==> config.mk <==
export PLATFORM = sky130hd
export DESIGN_NAME = imem_loader
export DESIGN_NICKNAME = d
export VERILOG_FILES = /design/src/rtl/imem_loader.sv
export SDC_FILE = /design/constraint.sdc
export NUM_CORES = 1
export LEC_CHECK = 0
export BUFFER_PORTS_ARGS = -buffer_cell sky130_fd_sc_hd__buf_2
export CAP_MARGIN = 40
export CORE_ASPECT_RATIO = 1.75
export CORE_MARGIN = 1
export CORE_UTILIZATION = 60
export DETAILED_ROUTE_END_ITERATION = 8
export PLACE_DENSITY = 0.8
export SYNTH_ARGS = -nofsm -noshare
export SYNTH_HDL_FRONTEND = slang
export SYNTH_SLANG_ARGS = --single-unit
==> constraint.sdc <==
create_clock -name clk -period 3.4 [get_ports clk]
set_input_delay 0.34 -clock clk [delete_from_list [all_inputs] [get_ports clk]]
set_output_delay 0.34 -clock clk [all_outputs]
set_load 0.02 [all_outputs]
==> src/rtl/imem_loader.sv <==
// Instruction-memory program loader: takes a word count plus a big-endian byte
// stream from the host link and writes one 32-bit word per memory write while stalling the CPU.
module imem_loader #(
    parameter logic [31:0] BASE_ADDR = 32'd0,
    parameter logic [31:0] ADDR_STEP = 32'd1
) (
    input  logic        clk,
    input  logic        rst,
    input  logic        start,
    input  logic        in_valid,
    input  logic [7:0]  in_data,
    output logic        in_ready,
    output logic        imem_we,
    output logic [31:0] imem_waddr,
    output logic [31:0] imem_wdata,
    output logic        cpu_hold,
    output logic        busy,
    output logic        done
);

    localparam int unsigned WORD_W = 32;
    localparam int unsigned CNT_W  = 9;
    localparam int unsigned IDX_W  = 2;

    typedef enum logic [2:0] {
        ST_IDLE,
        ST_HDR,
        ST_DATA,
        ST_WRITE,
        ST_DONE
    } state_t;

    state_t             state;
    logic [WORD_W-1:0]  word;
    logic [WORD_W-1:0]  addr;
    logic [CNT_W-1:0]   remaining;
    logic [IDX_W-1:0]   byte_idx;

    // Handshake and stall are pure decodes of the registered state.
    assign in_ready = (state == ST_HDR) || (state == ST_DATA);
    assign cpu_hold = (state != ST_IDLE);
    assign busy     = cpu_hold;

    always_ff @(posedge clk) begin
        if (rst) begin
            state      <= ST_IDLE;
            word       <= '0;
            addr       <= '0;
            remaining  <= '0;
            byte_idx   <= '0;
            imem_we    <= 1'b0;
            imem_waddr <= '0;
            imem_wdata <= '0;
            done       <= 1'b0;
        end else begin
            imem_we <= 1'b0;
            done    <= 1'b0;
            unique case (state)
                ST_IDLE: begin
                    if (start) state <= ST_HDR;
                end
                ST_HDR: begin
                    // A count byte of zero means a full 256-word image.
                    if (in_valid) begin
                        remaining <= (in_data == 8'd0) ? CNT_W'(256) : CNT_W'(in_data);
                        addr      <= BASE_ADDR;
                        byte_idx  <= '0;
                        state     <= ST_DATA;
                    end
                end
                ST_DATA: begin
                    if (in_valid) begin
                        word     <= {word[WORD_W-9:0], in_data};
                        byte_idx <= byte_idx + IDX_W'(1);
                        if (byte_idx == IDX_W'(3)) begin
                            imem_we    <= 1'b1;
                            imem_waddr <= addr;
                            imem_wdata <= {word[WORD_W-9:0], in_data};
                            state      <= ST_WRITE;
                        end
                    end
                end
                ST_WRITE: begin
                    addr      <= addr + ADDR_STEP;
                    remaining <= remaining - CNT_W'(1);
                    if (remaining == CNT_W'(1)) begin
                        done  <= 1'b1;
                        state <= ST_DONE;
                    end else begin
                        state <= ST_DATA;
                    end
                end
                ST_DONE: begin
                    state <= ST_IDLE;
                end
                default: begin
                    state <= ST_IDLE;
                end
            endcase
        end
    end

endmodule
==> impl_metrics.yaml <==
worst_setup_path:
  required_ns: 3.74
  reg2reg_depth: 5
  cp_cell_sequence: "and4bb_1, and2_2, buf_4, nand2_1, a21oi_1"
  crit_arrival_ns: 2.64
  worstSetupPathType: "reg -> reg"
  ff2ff_setup_slack_ns: 1.10
  cp_slowest_cell: "dfxtp_1"
  startpoint_type: "register"
  critPathMaxStageDelay_ns: 0.54
  crit_fanout: 40
  end_kind: "register"
timing:
  finalSetupViolCount: 0
  period_needed_ns: 2.30
  worst_pin_slew_ns: 0.868
  max-slew-margin-rel: 0.421
  finalHoldViolations: 0
  finalCritPeriodShare: 0.676
  clock-skew-final_ns: 0.00455
  whs_ns: 0.195
  slew_viol_final: 0
  fmax_ghz: 0.435
  rsz0062_at_grt: "no"
  tns_ns: 0
synth:
  syn_nets: 714
  yosysSeqAreaShare: 0.486
  syn_area_um2: 5600
  synthAdderAreaFrac: 0.00894
  synth_compound_area_frac: 0.179
  syn_inst: 698
  synthArstFlopShare: 0
  synth_mux_area_frac: 0.0101
  synth_top_family_by_area: "simple AND/OR/NAND/NOR gates"
  synth_xor_area_frac: 0.00156
  synth-edff-count: 0
  synthSimpleGateAreaFrac: 0.266
  ys_warn_count: 0
  synth_flop_cell: "dfxtp_1"
  syn_area_per_cell_um2: 8.02
  ys_ff_latch: 136
  synth.distinct_cells: 51
drt:
  top_layer_used: "met4"
  ant_nets: 0
  vias_per_cell: 5.83
  wl_met2_um: 7550
  dr_wl_met3_um: 622
  met1Wirelength_um: 5160
  drtPass1Iterations: 5
  drc: 0
  drt_iter0_drc: 306
  vias: 5167
  routedWlPerCell_um: 15.6
  wirelength_um: 13900
placed_design:
  gp_congestion: 0.831
  dp.cells: 855
  detailed_place_hpwl_um: 9070
  port_buffers: 80
floorplanning:
  die_y_um: 130
  die_area_um2: 9740
  core_um2: 9040
  start_util: 0.620
  die_w_um: 75.0
  num_rows: 46
  io_pins: 81
clocking:
  cts_resized: 0
  clkTransAtPathRegs_ns: 0.06
  max-clock-path-buffers: 2
  cts-root-buf: "clkbuf_16"
  tritoncts.num_buffers: 17
  ctsHoldBuffers: 0
  htree_num_levels: 4
  clk_latency_ns: 0.42
  cts_tree: "built"
  cts_sinks: 136
  cts_setup_buffers: 0
hold_path:
  min_path_cells: 3
  hp-class: "in -> reg"
final_layout:
  multi_input_area_um2: 2610
  drive_gt1_frac: 0.175
  fin_util: 0.735
  regArea_um2: 2720
  fin_cells: 886
  nFillCells: 731
  areaGrowthSynthToFinish_pct: 18.5
  antenna_cells: 0
  nets: 770
pwr:
  p_leak_uw: 0.00244
  ir_drop_uv: 421
  power_density_nw_per_um2: 553
global_routing:
  grt_pass1_wl_um: 22400
  grt_max_degree: 86
  grt_overflow: 0
  grt_util_all_layers: 0.303
  grt_pass1_vias: 4832
  antenna_found_initial: 0
job:
  maxCapViolations: 0
outcome:
  status: "completed"
[path summary, 6_finish.rpt]
kind | from | end
hold reg to reg | imem_wdata[26]$_SDFFE_PP0P_ | imem_wdata[26]$_SDFFE_PP0P_
setup reg to reg | state[1]$_SDFFE_PP0P_ | imem_waddr[12]$_SDFFE_PP0P_
hold / removal | in_data[2] | word[2]$_SDFFE_PP0P_
setup / recovery | state[1]$_SDFFE_PP0P_ | imem_waddr[12]$_SDFFE_PP0P_
[stage by stage]
step / worst slack [ns] / total power (µW) / area, µm²
2_1_floorplan: 1.61 / 1740 / 5600
3_3_place_gp: 1.25 / 1770 / 5990
3_5_place_dp: 1.12 / 1780 / 6020
4_1_cts: 1.13 / 3680 / 6640
5_1_grt: 0.941 / 3770 / 6640
6_report: 1.10 / 3670 / 6640
[cell usage in the layout, fill, tap and decap left out, types with 3 or more instances in the layout]
| master | synthesis | final |
|---|---|---|
| nand2_1 | 195 | 194 |
| dfxtp_1 | 136 | 136 |
| a21oi_1 | 119 | 119 |
| buf_2 | 22 | 79 |
| nor2_1 | 25 | 25 |
| clkbuf_16 | 0 | 17 |
| nand3_1 | 14 | 14 |
| or3_1 | 12 | 12 |
| nand4_1 | 12 | 12 |
| o211ai_1 | 11 | 11 |
| o21ai_0 | 11 | 11 |
| buf_4 | 2 | 10 |
| inv_1 | 9 | 9 |
| or4_1 | 8 | 8 |
| nor3_1 | 7 | 7 |
| a31oi_1 | 7 | 7 |
| and4_1 | 6 | 6 |
| nor4_1 | 6 | 6 |
| and3_1 | 5 | 5 |
| nand4_2 | 5 | 5 |
| mux2_2 | 5 | 5 |
| o311ai_0 | 4 | 4 |
| o31ai_1 | 4 | 4 |
| a311oi_1 | 4 | 4 |
| ha_1 | 4 | 4 |
| bufinv_16 | 0 | 4 |
| nor3b_1 | 3 | 3 |
| a211oi_1 | 3 | 3 |
| a22oi_1 | 3 | 3 |
| clkinv_2 | 0 | 3 |
| clkinv_4 | 0 | 3 |
[power by group]
part	switching [µW]	internal [µW]	leakage, µW	total (µW)
clock	686	1240	0.000299	1920
sequential	14.6	1600	0.00110	1620
combinational	88.6	38.3	0.00105	127
total	789	2880	0.00244	3670
[logic make-up after synthesis]
| family | after synthesis |
|---|---|
| and+or+nand+nor | 314 |
| buffers and inverters | 62 |
| AOI/OAI and AO/OA | 176 |
| adders and majority gates | 4 |
| muxes | 5 |
| xor gates and xnor gates | 1 |
| DFF | 136 |
[state kept, by name (all words and copies together) (netlist names)]
name	cells
addr	32
state	3
imem_we	1
word	24
done	1
imem_waddr	32
byte_idx	2
imem_wdata	32
remaining	9
[worst max-delay path, delay by kind of cell (launching register included)]
family	cells	cell delay [ns]
AND/OR/NAND/NOR	3	1.02
flip-flops	1	0.54
buffers and inverters	1	0.47
AO/OA/AOI/OAI	1	0.15
[synth_stat cells, drive strengths merged (3+ instances only)]
cell	n	share of area
mux2	5	0.010
o211ai	11	0.015
nor3	7	0.0063
nor3b	4	0.0063
clkbuf	28	0.019
dfxtp	136	0.49
or4	8	0.011
a31oi	7	0.0078
a21oi	119	0.11
a22oi	3	0.0040
o21ai	11	0.0098
and4	6	0.0094
nand4	17	0.025
a211oi	3	0.0040
ha	4	0.0089
o311ai	4	0.0063
o31ai	4	0.0054
nor2	25	0.017
nand2	195	0.13
nor4	6	0.0067
and3	5	0.0056
buf	25	0.023
inv	9	0.0060
a311oi	4	0.0063
nand3	14	0.013
or3	12	0.013
[layer usage]
| layer | vias up | track usage |
|---|---|---|
| li1 | 2550 | - |
| met1 | 2411 | 0.313 |
| met2 | 160 | 0.539 |
| met3 | 46 | 0.0873 |
| met4 | 0 | 0.160 |
| met5 | - | 0 |
[layout make-up]
cell class	count	share of cell area
clock buffer	19	0.0667
clock inverter	12	0.0266
inverter	9	0.00509
multi-input combinational	500	0.394
sequential	136	0.410
tap	120	0.0226
timing repair buffer	90	0.0750
(Power assumes the default switching activity.)
